===== config.mk =====
export PLATFORM = sky130hd
export DESIGN_NAME = lif_neuron_flat
export DESIGN_NICKNAME = d
export VERILOG_FILES = /design/src/rtl/lif_neuron_if.sv /design/src/rtl/lif_neuron.sv /design/src/flat_wrapper.sv
export SDC_FILE = /design/constraint.sdc
export NUM_CORES = 1
export LEC_CHECK = 0
export ABC_AREA = 1
export CAP_MARGIN = 0
export CORE_MARGIN = 1.5
export CORE_UTILIZATION = 45
export CTS_BUF_LIST = sky130_fd_sc_hd__clkbuf_16
export CTS_CLUSTER_DIAMETER = 80
export CTS_CLUSTER_SIZE = 12
export DETAILED_ROUTE_END_ITERATION = 6
export PLACE_DENSITY = 0.71
export SLEW_MARGIN = 30
export SYNTH_ARGS = -nofsm -noshare
export SYNTH_HDL_FRONTEND = slang
export SYNTH_SLANG_ARGS = --single-unit

===== constraint.sdc =====
create_clock -name clock -period 4.56 [get_ports clock]
set_input_delay 0.684 -clock clock [delete_from_list [all_inputs] [get_ports clock]]
set_output_delay 0.684 -clock clock [all_outputs]
set_load 0.005 [all_outputs]

===== src/rtl/lif_neuron_if.sv =====
// Signal bundle between a leaky integrate-and-fire neuron and whatever drives it.
// The master supplies current, threshold and reset potential; the neuron returns its state.
interface lif_neuron_if #(
  parameter int WIDTH = 18
);
  logic                    en;
  logic signed [WIDTH-1:0] i_in;
  logic signed [WIDTH-1:0] threshold;
  logic signed [WIDTH-1:0] v_reset;
  logic                    spike;
  logic signed [WIDTH-1:0] v_out;
  logic                    refractory;
  logic [15:0]             spike_count;

  modport master (
    output en, i_in, threshold, v_reset,
    input  spike, v_out, refractory, spike_count
  );

  modport slave (
    input  en, i_in, threshold, v_reset,
    output spike, v_out, refractory, spike_count
  );
endinterface


===== src/rtl/lif_neuron.sv =====
// Leaky integrate-and-fire neuron: saturating leaky integrator, one-cycle spike,
// fixed-length refractory period and a saturating spike counter.
module lif_neuron #(
  parameter int WIDTH          = 18,
  parameter int LEAK_SHIFT     = 4,
  parameter int REFRACT_CYCLES = 8
) (
  input logic         clock,
  input logic         reset,
  lif_neuron_if.slave nif
);

  localparam int CNT_W = (REFRACT_CYCLES > 0) ? $clog2(REFRACT_CYCLES + 1) : 1;
  localparam logic [CNT_W-1:0] CNT_LOAD =
    CNT_W'((REFRACT_CYCLES > 0) ? REFRACT_CYCLES - 1 : 0);
  localparam logic signed [WIDTH+1:0] V_MAX = {3'b000, {(WIDTH-1){1'b1}}};
  localparam logic signed [WIDTH+1:0] V_MIN = {3'b111, {(WIDTH-1){1'b0}}};

  typedef enum logic [1:0] {
    INTEGRATE  = 2'd0,
    FIRE       = 2'd1,
    REFRACTORY = 2'd2
  } state_t;

  state_t                  state_p0, state_nxt;
  logic signed [WIDTH-1:0] v_p0, v_nxt;
  logic [CNT_W-1:0]        cnt_p0, cnt_nxt;
  logic [15:0]             count_p0, count_nxt;

  logic signed [WIDTH+1:0] v_ext;
  logic signed [WIDTH+1:0] i_ext;
  logic signed [WIDTH+1:0] v_sum;
  logic signed [WIDTH-1:0] v_sat;

  function automatic logic signed [WIDTH-1:0] saturate(input logic signed [WIDTH+1:0] x);
    if (x > V_MAX)      return V_MAX[WIDTH-1:0];
    else if (x < V_MIN) return V_MIN[WIDTH-1:0];
    else                return x[WIDTH-1:0];
  endfunction

  // Two guard bits hold the worst case of v - leak + i before clamping.
  assign v_ext = {{2{v_p0[WIDTH-1]}}, v_p0};
  assign i_ext = {{2{nif.i_in[WIDTH-1]}}, nif.i_in};
  assign v_sum = v_ext - (v_ext >>> LEAK_SHIFT) + i_ext;
  assign v_sat = saturate(v_sum);

  always_comb begin
    state_nxt = state_p0;
    v_nxt     = v_p0;
    cnt_nxt   = cnt_p0;
    count_nxt = count_p0;
    case (state_p0)
      INTEGRATE: begin
        if (nif.en) begin
          if (v_sat >= nif.threshold) begin
            state_nxt = FIRE;
            v_nxt     = nif.v_reset;
            if (count_p0 != 16'hFFFF) count_nxt = count_p0 + 16'd1;
          end else begin
            v_nxt = v_sat;
          end
        end
      end
      FIRE: begin
        if (REFRACT_CYCLES > 0) begin
          state_nxt = REFRACTORY;
          cnt_nxt   = CNT_LOAD;
        end else begin
          state_nxt = INTEGRATE;
        end
      end
      REFRACTORY: begin
        // Counter is loaded with N-1 so the state lasts exactly N cycles.
        if (cnt_p0 == '0) state_nxt = INTEGRATE;
        else              cnt_nxt   = cnt_p0 - CNT_W'(1);
      end
      default: state_nxt = INTEGRATE;
    endcase
  end

  // ---- state register ----
  always_ff @(posedge clock) begin
    if (reset) begin
      state_p0 <= INTEGRATE;
      v_p0     <= '0;
      cnt_p0   <= '0;
      count_p0 <= '0;
    end else begin
      state_p0 <= state_nxt;
      v_p0     <= v_nxt;
      cnt_p0   <= cnt_nxt;
      count_p0 <= count_nxt;
    end
  end

  assign nif.spike       = (state_p0 == FIRE);
  assign nif.refractory  = (state_p0 == REFRACTORY);
  assign nif.v_out       = v_p0;
  assign nif.spike_count = count_p0;

endmodule


===== src/flat_wrapper.sv =====
// flat-port wrapper written by rule: the top's interface ports become plain ports
module lif_neuron_flat 
#(
  parameter int WIDTH          = 18,
  parameter int LEAK_SHIFT     = 4,
  parameter int REFRACT_CYCLES = 8
)
  (clock, reset, nif_en, nif_i_in, nif_threshold, nif_v_reset, nif_spike, nif_v_out, nif_refractory, nif_spike_count);
  lif_neuron_if #(.WIDTH(WIDTH)) nif_i ();
  input logic clock;
  input logic reset;
  input wire logic [$bits(nif_i.en)-1:0] nif_en;
  input wire logic [$bits(nif_i.i_in)-1:0] nif_i_in;
  input wire logic [$bits(nif_i.threshold)-1:0] nif_threshold;
  input wire logic [$bits(nif_i.v_reset)-1:0] nif_v_reset;
  output wire logic [$bits(nif_i.spike)-1:0] nif_spike;
  output wire logic [$bits(nif_i.v_out)-1:0] nif_v_out;
  output wire logic [$bits(nif_i.refractory)-1:0] nif_refractory;
  output wire logic [$bits(nif_i.spike_count)-1:0] nif_spike_count;
  assign nif_i.en = nif_en;
  assign nif_i.i_in = nif_i_in;
  assign nif_i.threshold = nif_threshold;
  assign nif_i.v_reset = nif_v_reset;
  assign nif_spike = nif_i.spike;
  assign nif_v_out = nif_i.v_out;
  assign nif_refractory = nif_i.refractory;
  assign nif_spike_count = nif_i.spike_count;
  lif_neuron #(.WIDTH(WIDTH), .LEAK_SHIFT(LEAK_SHIFT), .REFRACT_CYCLES(REFRACT_CYCLES)) u_core (.clock(clock), .reset(reset), .nif(nif_i));
endmodule

==> metrics <==
fillcell total=722; YS warnings=0; ys flop type=dfxtp_1; Setup-failing EPs final=0; most used cell, CP=nand2_2; final hold viol count=0; Reg clk slew, reported paths=approximately 60 ps; Fmax=around 230 MHz; CP required=4780 ps; Initial Util=46.6%; Post-Layout Cell Count=1029; vias in the first global route=around 5000; Storage cell area=802 um2; initial DRC count=between 200 and 300; clock sinks=40; Netlist cell types=41; DRC Markers=0; total of max-cap violations=0; period utilization=~96%; Die Area=10800 um2; drt pass-1 iters=4; Avg Cell Area, Syn=6.38 um2; setup TNS=0 ps; post-synthesis adder-cell area fraction=a little under a fifth; WL final=15800 um; Worst Max-Slew Pin Slew=580 ps; Chip Height=just over 100 um; layout cell share with drive strength beyond 1=36.2%; status=finished clean; clk_lat worst skew=290 ps; first-pass GRT wire length=22800 um; Largest stage delay, worst path=between 500 and 600 ps; DP Area=6130 um2; Synth Area in Compound Gates=approximately 9%; Ports=93; crit path time final=around 4400 ps; critical path launch point=nif_i_in[4]; global route overflow=0; Core ar.=9820 um2; Post-Route Utilization=about three quarters; worst reg2reg path startpoint=u_core.nif.v_out[17]; Vias=5216; placed cell count=1000; final instance area=7500 um2; clock root cell=clkbuf_16; Synth Instances=a little over 700; # H-tree levels=2; routability cong.=roughly 0.9; Synth Area in XOR/XNOR=roughly 3.3%; Max Slew Vio Count=0; HP Class=reg2reg; area of the multi-input gates=4020 um2; largest net degree at the start of global routing=27; CP Class=in2reg; row count=36; mux contribution to synthesized area=0%; Worst path slowest cell=fa_1; crit path max fanout=8; count of flip-flops with a built-in enable after synthesis=0; nets=1011; ys async rst share=0%; critical path endpoint category=register; synthesized flop and latch total=40; Inserted Clock Buffers=5; largest family of logic cells by synthesized area=simple AND/OR/NAND/NOR gates; Area Growth Syn to Fin=64.0%; worst path arrival time=4590 ps; antenna violations before repair=0; Max Buffers Root-to-Sink=2; Detail Route Antenna Nets=0; Antenna Cells=0; synthesized net count=833; TritonCTS clock tree=built; sequential fraction of the synthesis area=17.5%; Slew HR=61.1%; DR WL/cell=around 15 um; hold_buf cts=0; Via density=5.07; GRT Util Overall=25.7%; Die X-Extent=104 um; Hold Path Origin=u_core.nif.spike_count[14]; IO Port Bufs=92; simple-gate area share of the yosys netlist=35.6%; dpl hpwl=between 10000 and 15000 um; synthesized area=4570 um2; crit start category=primary input; Worst Skew=5.01 ps
cell usage in the layout, fill, tap and decap left out, types with 5 or more instances in the layout:
cell type	instances
nand4_1	9
nor2_4	6
clkdlybuf4s50_1	75
inv_1	127
nor2_2	6
nor2_1	36
buf_6	9
ha_1	13
a21oi_2	23
clkbuf_16	5
o21ai_0	6
nand2_4	37
fa_1	16
nand2_1	133
inv_2	32
dfxtp_1	39
ha_4	29
nand3_1	37
nand3_2	12
buf_4	78
dlymetal6s2s_1	17
nor3_1	6
a21oi_1	23
xor2_1	12
nand2_2	56
flip-flops by register name, summed over array words and instances, names as in the netlist:
signal,count
u_core.nif.v_out,18
u_core.nif.spike_count,16
u_core.state_p0,2
u_core.cnt_p0,4
cell type report:
| cell class | count | area share, % |
|---|---|---|
| inverters | 164 | 8.41 |
| clock inverters | 3 | 0.567 |
| multi-input cells | 501 | 53.6 |
| well taps | 133 | 2.22 |
| clock buffers | 5 | 1.67 |
| repair buffers | 183 | 22.8 |
| flip-flops and latches | 40 | 10.7 |
logic make-up after synthesis:
kind of cell    Yosys count
flops                    40
xor+xnor                 17
fa+ha+maj                59
simple gates            352
buf+inv                 178
compound gates           71
cell usage after synthesis (6+ instances only):
cell type | number | area share (%)
nand2_1 | 187 | 15
inv_1 | 158 | 13
nand3_1 | 48 | 5.3
nor2_1 | 45 | 3.7
ha_1 | 42 | 11
a21oi_1 | 40 | 4.4
dfxtp_1 | 40 | 18
nand2_2 | 33 | 4.5
fa_1 | 17 | 7.4
xor2_1 | 13 | 2.5
a21oi_2 | 10 | 1.9
o21ai_0 | 10 | 1.1
nand4_1 | 9 | 1.2
nand2_4 | 7 | 1.7
nor3_1 | 6 | 0.66
timing repair:
| item | in CTS | in global routing |
|---|---|---|
| pin swaps | 18 | 98 |
| hold endpoints to repair | 0 | 0 |
| setup endpoints to repair | 35 | 35 |
| buffers inserted | 5 | 13 |
| gates resized for setup | 49 | 199 |
| gates cloned | 1 | 2 |
worst paths after layout:
check                                to  slack, ps  depth (start not counted)
max           u_core.nif.spike_count[5]        190                         31
min          u_core.nif.spike_count[14]        500                          2
max reg2reg   u_core.nif.spike_count[5]        260                         28
min reg2reg  u_core.nif.spike_count[14]        500                          2
through the flow:
step	setup slack [ps]	hold slack, ps
floorplan	357	460
global placement	-455	471
detailed placement	-561	487
CTS	0.0582	496
global route	-25.7	522
finish	194	496
metal layers:
layer	track usage [%]	share of wire, %	up-vias
li1	-	-	2548
met1	33.3	41	2457
met2	44.9	51	169
met4	6.15	2.3	0
met3	3.65	5.0	42
met5	0	0	-
critical path, delay by kind of cell:
family                   cells  cell delay (ps)
AND/OR/NAND/NOR             20             2010
adder cells (fa/ha/maj)      3             1150
buffers and inverters        7              590
AO/OA/AOI/OAI                1              130
Power is not shown: default switching activity piles up to over one toggle a cycle in this logic, so the estimate is an artifact.
